## config.mk

```make
export PLATFORM = sky130hd
export DESIGN_NAME = alu_multicycle
export DESIGN_NICKNAME = d
export VERILOG_FILES = /design/src/rtl/alu_multicycle.sv
export SDC_FILE = /design/constraint.sdc
export NUM_CORES = 2
export LEC_CHECK = 0
export BUFFER_PORTS_ARGS = -buffer_cell sky130_fd_sc_hd__buf_2
export CAP_MARGIN = 15
export CELL_PAD_IN_SITES_DETAIL_PLACEMENT = 0
export CELL_PAD_IN_SITES_GLOBAL_PLACEMENT = 1
export CORE_MARGIN = 2
export CORE_UTILIZATION = 40
export CTS_CLUSTER_DIAMETER = 150
export DETAILED_ROUTE_END_ITERATION = 6
export GPL_TIMING_DRIVEN = 0
export PLACE_DENSITY = 0.82
export SYNTH_ARGS = -nofsm -noshare
export SYNTH_HDL_FRONTEND = slang
export SYNTH_SLANG_ARGS = --single-unit
```

## constraint.sdc

```tcl
create_clock -name clk -period 9.9 [get_ports clk]
set_input_delay 0.495 -clock clk [delete_from_list [all_inputs] [get_ports clk]]
set_output_delay 0.495 -clock clk [all_outputs]
set_load 0.01 [all_outputs]
```

## src/rtl/alu_multicycle.sv

```systemverilog
// ----------------------------------------------------------------------------
// alu_multicycle
//   Execute-stage ALU with a valid/ready handshake. Base operations finish in
//   one cycle. RV32M multiply/divide run on iterative radix-2 engines that
//   take DATA_WIDTH cycles. Divide-by-zero and signed overflow bypass the
//   engine and finish in one cycle.
//
//   Opcode map (Operation[4:0], any wider bits must be zero):
//     0_0000 AND   0_0001 OR    0_0010 ADD   0_0011 XOR   0_0100 SUB
//     0_0101 SLT   0_0110 SLL   0_0111 SRL   0_1001 SRA
//     0_1000 EQ    0_1010 GE    0_1011 SLTU  0_1100 NE
//     1_0000 MUL   1_0001 MULH  1_0010 MULHSU 1_0011 MULHU
//     1_0100 DIV   1_0101 DIVU  1_0110 REM    1_0111 REMU
//     anything else -> 0 with base-op latency
//
// Ports
//   clk        rising-edge clock
//   reset      asynchronous active-high reset
//   in_valid   operation request
//   in_ready   high only in IDLE; accept on in_valid & in_ready
//   Operation  operation code, sampled on acceptance
//   SrcA/SrcB  operands, sampled on acceptance
//   flush      synchronous abort of the operation in flight
//   out_valid  ALUResult is valid
//   out_ready  consumer takes the result
//   ALUResult  registered result
//   busy       high while the multiply or divide engine iterates
// ----------------------------------------------------------------------------
module alu_multicycle #(
    parameter int unsigned DATA_WIDTH    = 32,
    parameter int unsigned OPCODE_LENGTH = 5
) (
    input  logic                     clk,
    input  logic                     reset,
    input  logic                     in_valid,
    output logic                     in_ready,
    input  logic [OPCODE_LENGTH-1:0] Operation,
    input  logic [DATA_WIDTH-1:0]    SrcA,
    input  logic [DATA_WIDTH-1:0]    SrcB,
    input  logic                     flush,
    output logic                     out_valid,
    input  logic                     out_ready,
    output logic [DATA_WIDTH-1:0]    ALUResult,
    output logic                     busy
);

    localparam int unsigned W   = DATA_WIDTH;
    localparam int unsigned SHW = $clog2(DATA_WIDTH);
    localparam int unsigned PW  = 2 * DATA_WIDTH;

    localparam logic [SHW-1:0] LAST_ITER = SHW'(W - 1);
    localparam logic [W-1:0]   MOST_NEG  = {1'b1, {(W-1){1'b0}}};

    localparam logic [4:0] OP_AND  = 5'b0_0000;
    localparam logic [4:0] OP_OR   = 5'b0_0001;
    localparam logic [4:0] OP_ADD  = 5'b0_0010;
    localparam logic [4:0] OP_XOR  = 5'b0_0011;
    localparam logic [4:0] OP_SUB  = 5'b0_0100;
    localparam logic [4:0] OP_SLT  = 5'b0_0101;
    localparam logic [4:0] OP_SLL  = 5'b0_0110;
    localparam logic [4:0] OP_SRL  = 5'b0_0111;
    localparam logic [4:0] OP_EQ   = 5'b0_1000;
    localparam logic [4:0] OP_SRA  = 5'b0_1001;
    localparam logic [4:0] OP_GE   = 5'b0_1010;
    localparam logic [4:0] OP_SLTU = 5'b0_1011;
    localparam logic [4:0] OP_NE   = 5'b0_1100;

    typedef enum logic [1:0] {
        IDLE = 2'd0,
        MUL  = 2'd1,
        DIV  = 2'd2,
        DONE = 2'd3
    } state_t;

    state_t state;

    // Iteration datapath
    logic [PW-1:0]  prod;
    logic [PW-1:0]  mcand;
    logic [W-1:0]   mplier;
    logic [W-1:0]   rem;
    logic [W-1:0]   quo;
    logic [W-1:0]   dvsr;
    logic [SHW-1:0] count;
    logic           neg_main;   // negate product / quotient at the end
    logic           neg_rem;    // negate remainder at the end
    logic           sel_alt;    // pick high half (mul) or remainder (div)

    // Request decode
    logic [4:0]     op;
    logic           op_ext_zero;
    logic           is_m;
    logic           is_mul;
    logic           is_div;
    logic           a_sgn;
    logic           b_sgn;
    logic           a_neg;
    logic           b_neg;
    logic [W-1:0]   a_mag;
    logic [W-1:0]   b_mag;
    logic           div_zero;
    logic           div_ovf;
    logic           div_fast;
    logic [W-1:0]   fast_res;
    logic [SHW-1:0] shamt;
    logic [W-1:0]   base_res;

    // Per-iteration step values
    logic [PW-1:0]  prod_step;
    logic [PW-1:0]  prod_fin;
    logic [W-1:0]   mul_res;
    logic [W:0]     div_trial;
    logic           div_ge;
    logic [W-1:0]   rem_step;
    logic [W-1:0]   quo_step;
    logic [W-1:0]   quo_fin;
    logic [W-1:0]   rem_fin;
    logic [W-1:0]   div_res;

    assign in_ready = (state == IDLE);
    assign busy     = (state == MUL) || (state == DIV);

    // Opcode and operand-sign decode for an incoming request
    always_comb begin
        op          = Operation[4:0];
        op_ext_zero = ((Operation >> 5) == '0);
        is_m        = op_ext_zero && op[4] && !op[3];
        is_mul      = is_m && !op[2];
        is_div      = is_m && op[2];

        // MUL/MULH/MULHSU treat A as signed, MUL/MULH treat B as signed;
        // DIV/REM (op[0] == 0) are signed on both operands.
        if (is_mul) begin
            a_sgn = (op[1:0] != 2'b11);
            b_sgn = !op[1];
        end else begin
            a_sgn = !op[0];
            b_sgn = !op[0];
        end

        a_neg = a_sgn && SrcA[W-1];
        b_neg = b_sgn && SrcB[W-1];
        a_mag = a_neg ? -SrcA : SrcA;
        b_mag = b_neg ? -SrcB : SrcB;

        div_zero = (SrcB == '0);
        div_ovf  = !op[0] && (SrcA == MOST_NEG) && (SrcB == '1);
        div_fast = div_zero || div_ovf;

        // op[1] selects the remainder result of a divide
        if (op[1]) begin
            fast_res = div_zero ? SrcA : '0;
        end else begin
            fast_res = div_zero ? '1 : SrcA;
        end
    end

    // Single-cycle base operations
    always_comb begin
        shamt    = SrcB[SHW-1:0];
        base_res = '0;
        case (op)
            OP_AND:  base_res = SrcA & SrcB;
            OP_OR:   base_res = SrcA | SrcB;
            OP_ADD:  base_res = SrcA + SrcB;
            OP_XOR:  base_res = SrcA ^ SrcB;
            OP_SUB:  base_res = SrcA - SrcB;
            OP_SLT:  base_res = W'($signed(SrcA) < $signed(SrcB));
            OP_SLL:  base_res = SrcA << shamt;
            OP_SRL:  base_res = SrcA >> shamt;
            OP_SRA:  base_res = $signed(SrcA) >>> shamt;
            OP_EQ:   base_res = W'(SrcA == SrcB);
            OP_NE:   base_res = W'(SrcA != SrcB);
            OP_GE:   base_res = W'($signed(SrcA) >= $signed(SrcB));
            OP_SLTU: base_res = W'(SrcA < SrcB);
            default: base_res = '0;
        endcase
        if (!op_ext_zero) begin
            base_res = '0;
        end
    end

    // One shift-add step and one restoring-divide step, plus final sign fix
    always_comb begin
        prod_step = prod + (mplier[0] ? mcand : '0);
        prod_fin  = neg_main ? -prod_step : prod_step;
        mul_res   = sel_alt ? prod_fin[PW-1:W] : prod_fin[W-1:0];

        // Shift the next dividend bit into the partial remainder and try
        // subtracting the divisor; the dividend register fills with quotient.
        div_trial = {rem, quo[W-1]};
        div_ge    = (div_trial >= {1'b0, dvsr});
        rem_step  = div_ge ? W'(div_trial - {1'b0, dvsr}) : div_trial[W-1:0];
        quo_step  = {quo[W-2:0], div_ge};
        quo_fin   = neg_main ? -quo_step : quo_step;
        rem_fin   = neg_rem ? -rem_step : rem_step;
        div_res   = sel_alt ? rem_fin : quo_fin;
    end

    // Control FSM and datapath registers
    always_ff @(posedge clk or posedge reset) begin
        if (reset) begin
            state     <= IDLE;
            out_valid <= 1'b0;
            ALUResult <= '0;
            prod      <= '0;
            mcand     <= '0;
            mplier    <= '0;
            rem       <= '0;
            quo       <= '0;
            dvsr      <= '0;
            count     <= '0;
            neg_main  <= 1'b0;
            neg_rem   <= 1'b0;
            sel_alt   <= 1'b0;
        end else if (flush) begin
            // Abort: result register keeps its last value
            state     <= IDLE;
            out_valid <= 1'b0;
        end else begin
            case (state)
                IDLE: begin
                    if (in_valid) begin
                        if (is_mul) begin
                            state    <= MUL;
                            prod     <= '0;
                            mcand    <= {{W{1'b0}}, a_mag};
                            mplier   <= b_mag;
                            neg_main <= a_neg ^ b_neg;
                            sel_alt  <= (op[1:0] != 2'b00);
                            count    <= '0;
                        end else if (is_div && !div_fast) begin
                            state    <= DIV;
                            rem      <= '0;
                            quo      <= a_mag;
                            dvsr     <= b_mag;
                            neg_main <= a_neg ^ b_neg;
                            neg_rem  <= a_neg;
                            sel_alt  <= op[1];
                            count    <= '0;
                        end else begin
                            state     <= DONE;
                            out_valid <= 1'b1;
                            ALUResult <= is_div ? fast_res : base_res;
                        end
                    end
                end
                MUL: begin
                    prod   <= prod_step;
                    mcand  <= mcand << 1;
                    mplier <= mplier >> 1;
                    count  <= count + SHW'(1);
                    if (count == LAST_ITER) begin
                        state     <= DONE;
                        out_valid <= 1'b1;
                        ALUResult <= mul_res;
                    end
                end
                DIV: begin
                    rem   <= rem_step;
                    quo   <= quo_step;
                    count <= count + SHW'(1);
                    if (count == LAST_ITER) begin
                        state     <= DONE;
                        out_valid <= 1'b1;
                        ALUResult <= div_res;
                    end
                end
                DONE: begin
                    if (out_ready) begin
                        state     <= IDLE;
                        out_valid <= 1'b0;
                    end
                end
                default: begin
                    state     <= IDLE;
                    out_valid <= 1'b0;
                end
            endcase
        end
    end

endmodule

```

== After elaboration in Yosys (flattened, before gate mapping) ==
Cells that the tools add are included.

* Input bits: 74
* Word-level logic and storage cells: 164
* Flip-flop bits (word level): 299

* Bitwise operators: 6
* Equality and inequality tests: 34
* Shifts and indexed selects: 3
* Add/sub/neg operators: 10
* Order comparisons: 4
* Reduce and logical (&&, ||, !) cells: 33
* Multiplexer cells: 61

{| class="wikitable"
|+ Operator list
! kind !! count
|-
| 2-to-1 mux 32 bit || 24
|-
| case mux 32 bit (13 select lines) || 1
|-
| 2-to-1 mux 64 bit || 6
|-
| case mux 64 bit (2 select lines) || 2
|-
| case mux 32 bit (2 select lines) || 3
|-
| negator 32 bit || 4
|-
| case mux 32 bit (3 select lines) || 1
|-
| adder 64 bit || 1
|-
| equality test 32 bit (second input constant) || 2
|-
| < comparator 32 bit || 2
|-
| negator 64 bit || 1
|-
| subtractor 32 bit || 2
|-
| >= comparator 33 x 32 -> 1 bit || 1
|-
| adder 32 bit || 1
|-
| AND 32 bit || 1
|-
| equality test 32 bit || 1
|-
| >= comparator 32 bit || 1
|-
| zero test 32 bit || 1
|-
| inequality test 32 bit || 1
|-
| bitwise OR 32 bit || 1
|-
| << shifter 32 x 5 -> 32 bit || 1
|-
| >> shifter 32 x 5 -> 32 bit || 1
|-
| >>> shifter 32 x 5 -> 32 bit || 1
|-
| XOR 32 bit || 1
|-
| 33 further kinds || 90
|}

== Logic depth before layout (Yosys ltp) ==
* Depth after elaboration: 11
* Mapped depth: 26
* Mapped depth without buffers: 22

== Least setup slack after synthesis ==
Ideal clock, no wire load.

* Kind: register -> register
* Start point: reg rem[5]
* End point: reg ALUResult[24]
* Period minus slack after synthesis: 5,788 ps
* Stages on the path, launching flop included: 24
* Data required time: 9,763 ps
* Slack: 4,112 ps
* Library setup time: 137 ps
* Data arrival time: 5,650 ps
* Path through: dfrtp_1 ha_1 clkbuf_1 a21oi_1 o211ai_1 a211oi_1 nor3_1 o21ai_1 nand2_1 clkinv_1 clkbuf_1 clkbuf_1 mux2_2 inv_1 ha_1 nand3b_1 or2_2 or4_1 o31a_1 a2111o_1 o31ai_1 xnor2_1 a221oi_1 a211oi_2

* Word-level cells in the longest chain between the ends: 7
* Elaborated cells on any way between the ends: 10

{| class="wikitable"
|+ RTL lines
! what !! RTL line !! source
|-
| from (decl) || 81 || <nowiki>logic [W-1:0] rem;</nowiki>
|-
| from (signal assigned) || 260 || <nowiki>rem <= rem_step;</nowiki>
|-
| subtractor 32 bit / >= comparator 33 x 32 -> 1 bit (equally long branches) || 193, 192 ||
|-
| 2-to-1 mux 32 bit || 193 || <nowiki>rem_step = div_ge ? W'(div_trial - {1'b0, dvsr}) : div_trial[W-1:0];</nowiki>
|-
| negator 32 bit || 196 || <nowiki>rem_fin = neg_rem ? -rem_step : rem_step;</nowiki>
|-
| 2-to-1 mux 32 bit || 196 ||
|-
| 2-to-1 mux 32 bit * || 197 || <nowiki>div_res = sel_alt ? rem_fin : quo_fin;</nowiki>
|-
| 2-to-1 mux 32 bit * || 263 || <nowiki>if (count == LAST_ITER) begin</nowiki>
|-
| case mux 32 bit (3 select lines) * || 221 || <nowiki>case (state)</nowiki>
|-
| to (signal assigned) || 244 || <nowiki>ALUResult <= is_div ? fast_res : base_res;</nowiki>
|-
| to (signal assigned) || 256 || <nowiki>ALUResult <= mul_res;</nowiki>
|-
| to (signal assigned) || 266 || <nowiki>ALUResult <= div_res;</nowiki>
|-
| to (decl) || 43 || <nowiki>output logic [DATA_WIDTH-1:0] ALUResult,</nowiki>
|}

Every way passes the cells marked *; elsewhere a longest branch is shown, timed or not. The select of a mux whose other input is x is not followed.
A chain may end at the register's enable or synchronous reset.

== Final worst setup path ==
* Start point: reg rem[17]
* End point: reg ALUResult[20]

Same word-level chain as after synthesis.

==> flow_summary.json <==
{
  "cts_tree": "yes",
  "synth_top_area_cell": "dfrtp_1",
  "route.met3.wl_mm": 20.4,
  "dr_wl_met2_mm": 86.9,
  "ys_top_cells_by_area": "dfrtp_1, ha_1, a21oi_1",
  "clkSlewWorstSetupHoldPaths_ns": 0.07,
  "dieArea_mm2": 0.0888,
  "cpPeakStageDelay_ns": 0.84,
  "hold_viol": 4,
  "wl_met1_mm": 78.1,
  "synth-seq-cells": 299,
  "cp-start-kind": "register",
  "required_ns": 10.33,
  "cellPowerDensity_mw_per_mm2": 296,
  "syn-instance-count": 4712,
  "min_path_type": "in -> async",
  "vias_per_cell": 6.84,
  "cts_hold_buf": 0,
  "path_class": "reg -> reg",
  "grt_antenna_before_repair": 8,
  "rows": 107,
  "syn2layout_area_growth_pct": 10.2,
  "hpwl_mm": 165,
  "netlist_top_cells_count": "nand2_1, a21oi_1, nor2_1",
  "die_h_um": 298,
  "synth_top_area_share_pct": 21.6,
  "ys.flop_type": "dfrtp_1",
  "num_vias": 41400,
  "drc_errors": 31,
  "num_io_pins": 109,
  "synth_area_mm2": 0.0346,
  "cp_top_family": "compound AO/OA/AOI/OAI gates",
  "period_minus_slack_ns": 8.13,
  "fmax_ghz": 0.123,
  "fin_util_pct": 44.6,
  "relSlewSlack_pct": 13.3,
  "wl_mm": 204,
  "crit_buf_inv": 5,
  "cellLeakagePower_nw": 16.1,
  "violations": "design-rule violations, negative hold slack",
  "cts_sinks": 299,
  "postCtsSetupBuffers": 0,
  "first_pass_iters": 7,
  "die_w_um": 298,
  "setup_violations": 0,
  "worst_pin_slew_ns": 1.29,
  "max_cap_viol_count": 0,
  "hold_ws_ns": -0.0264,
  "status": "complete, but fails checks",
  "ant_nets": 0,
  "ctsRootBufferMaster": "clkbuf_16",
  "grt_use_total_pct": 44.2,
  "place_congestion": 1.08,
  "globalRouteOverflowTotal": 0,
  "synth-seq-area-share_pct": 21.6,
  "grt_max_degree": 121,
  "grt_pass1_wl_mm": 286,
  "initial_core_util_pct": 40.5,
  "cts.path.max_buffers": 3,
  "arrival_ns": 8.56,
  "critical_path.most_common_cell": "clkbuf_1",
  "numPortBuffers": 104,
  "syn_nets": 4995,
  "cp_slowest_cell": "nor4b_1",
  "synth_most_common_cell": "nand2_1",
  "wire_per_inst_um": 33.7,
  "core_mm2": 0.0854,
  "finalCritPeriodShare_pct": 82.2,
  "nets": 5159,
  "fin_area_mm2": 0.0381,
  "worst_slack_ns": 1.77,
  "h-tree-depth": 2,
  "nFillCells": 9015,
  "synth_edf_count": 0,
  "fin_skew_ns": 0.0394,
  "endpoint_kind": "register",
  "path_cells": "ha_1 > clkbuf_1 > nand4_1 > nor4b_1 > a211oi_1 > o21ai_0 > a311oi_1 > nand2_1 > clkbuf_1 > buf_1 > clkbuf_1 > a21oi_1 > inv_1 > ha_1 > nand3b_1 > or2_2 > or4_1 > o31a_1 > a2111o_1 > o21ai_0 > xnor2_1 > a221oi_1 > a221oi_1",
  "slew_violations": 0,
  "synth.distinct_cells": 102,
  "irDropWorstVdd_mv": 0.194,
  "grt_pass1_vias": 38500,
  "drt-initial-drc-count": 5978,
  "crit_fanout": 10,
  "drive_above_1_share_pct": 6.85,
  "yosysWarningCount": 0,
  "dp_slack_ns": 2.13,
  "routed.top_layer": "met5",
  "cts_resized": 0,
  "instances_no_fill": 6051,
  "async_flop_share_pct": 100,
  "clock_latency_ns": 0.60,
  "syn-mean-instance-area_um2": 7.34,
  "cts_buffers": 38,
  "grt_setup_unrepaired": "no",
  "placed_area_mm2": 0.0367,
  "dp.cells": 5974
}
==> cell type report <==
type	instances	area, um2	area share [%]
clock buffer	44	1000	2.63
buffer	347	1350	3.53
sequential	299	7480	19.6
timing repair buffer	124	736	1.93
inverter	187	709	1.86
multi-input combinational	3879	25100	65.8
clock inverter	23	297	0.778
antenna	4	10.0	0.0263
tap	1144	1430	3.76
==> cells in the final DEF (no fill, tap or decap), drive strengths merged, types with 21 or more instances in the layout <==
master / n
o221ai: 26
a21oi: 476
clkbuf: 345
nor4: 50
o22ai: 31
a21o: 63
o21a: 37
buf: 169
xor2: 48
a211oi: 68
o31ai: 72
o21ai: 384
o41ai: 21
ha: 205
or3: 57
nand2: 559
or2: 22
mux2i: 77
nor2: 466
a31oi: 51
nand4: 61
o211ai: 59
and2: 101
nand2b: 31
o21bai: 31
xnor2: 136
a22o: 47
nand3: 127
inv: 188
dfrtp: 299
mux4: 45
a221o: 22
nor3: 92
and3: 22
a221oi: 47
==> final timing paths <==
| check | depth (start not counted) | startpoint | slack (ns) | to |
|---|---|---|---|---|
| max | 23 | rem[17] | 1.77 | ALUResult[20] |
| min | 2 | reset | -0.03 | count[3] |
| max reg2reg | 23 | rem[17] | 1.77 | ALUResult[20] |
| min reg2reg | 2 | mplier[18] | 0.48 | mplier[18] |
| max in group asynchronous | 4 | reset | 8.29 | mplier[18] |
| min in group clk | 2 | flush | 0.43 | out_valid |
==> kinds of logic (layout without fill, tap and decap cells) <==
| family | count (synthesis) | count (layout) | share of synthesized area [%] |
|---|---|---|---|
| DFF | 299 | 299 | 21.6 |
| adders and majority gates | 210 | 210 | 7.68 |
| other | 0 | 4 | 0 |
| buffers and inverters | 534 | 725 | 5.92 |
| muxes | 138 | 138 | 5.68 |
| xor gates and xnor gates | 184 | 184 | 4.66 |
| AOI/OAI and AO/OA | 1663 | 1663 | 31.5 |
| and+or+nand+nor | 1684 | 1684 | 22.9 |
==> registers in the layout (all words and copies together), names as in the netlist <==
register   cells
mcand         64
state          2
rem           32
dvsr          32
sel_alt        1
count          5
out_valid      1
neg_rem        1
quo           32
ALUResult     32
prod          64
mplier        32
neg_main       1
==> report_power, final <==
| part | internal, mW | total, mW | leakage [nW] | switching, mW |
|---|---|---|---|---|
| clock | 0.869 | 1.51 | 0.641 | 0.645 |
| sequential | 1.62 | 2.12 | 3.89 | 0.498 |
| combinational | 2.30 | 7.64 | 11.6 | 5.34 |
==> per-stage QoR <==
step	total power [mW]	TNS, ns
global route	11.7	0
global placement	9.31	-854.53
finish	11.3	0
CTS	10.9	0
detailed placement	9.33	0
floorplan	6.45	0
==> worst reg2reg max path, cell delays in order, from the launching register on <==
cell      delay [ns]
dfrtp_1         0.46
ha_1            0.31
clkbuf_1        0.33
nand4_1         0.19
nor4b_1         0.84
a211oi_1        0.16
o21ai_0         0.20
a311oi_1        0.33
nand2_1         0.17
clkbuf_1        0.48
buf_1           0.63
clkbuf_1        0.52
a21oi_1         0.14
inv_1           0.16
ha_1            0.25
nand3b_1        0.13
or2_2           0.33
or4_1           0.43
o31a_1          0.12
a2111o_1        0.50
o21ai_0         0.26
xnor2_1         0.19
a221oi_1        0.63
a221oi_1        0.20
==> per-layer routing <==
layer  track usage [%]  up-vias
met5                 0        -
met3              8.80      741
met4              32.4        8
met1              55.5    20000
li1                  -    17800
met2              67.3     2890
No activity file was read; power rests on OpenSTA's default activity.
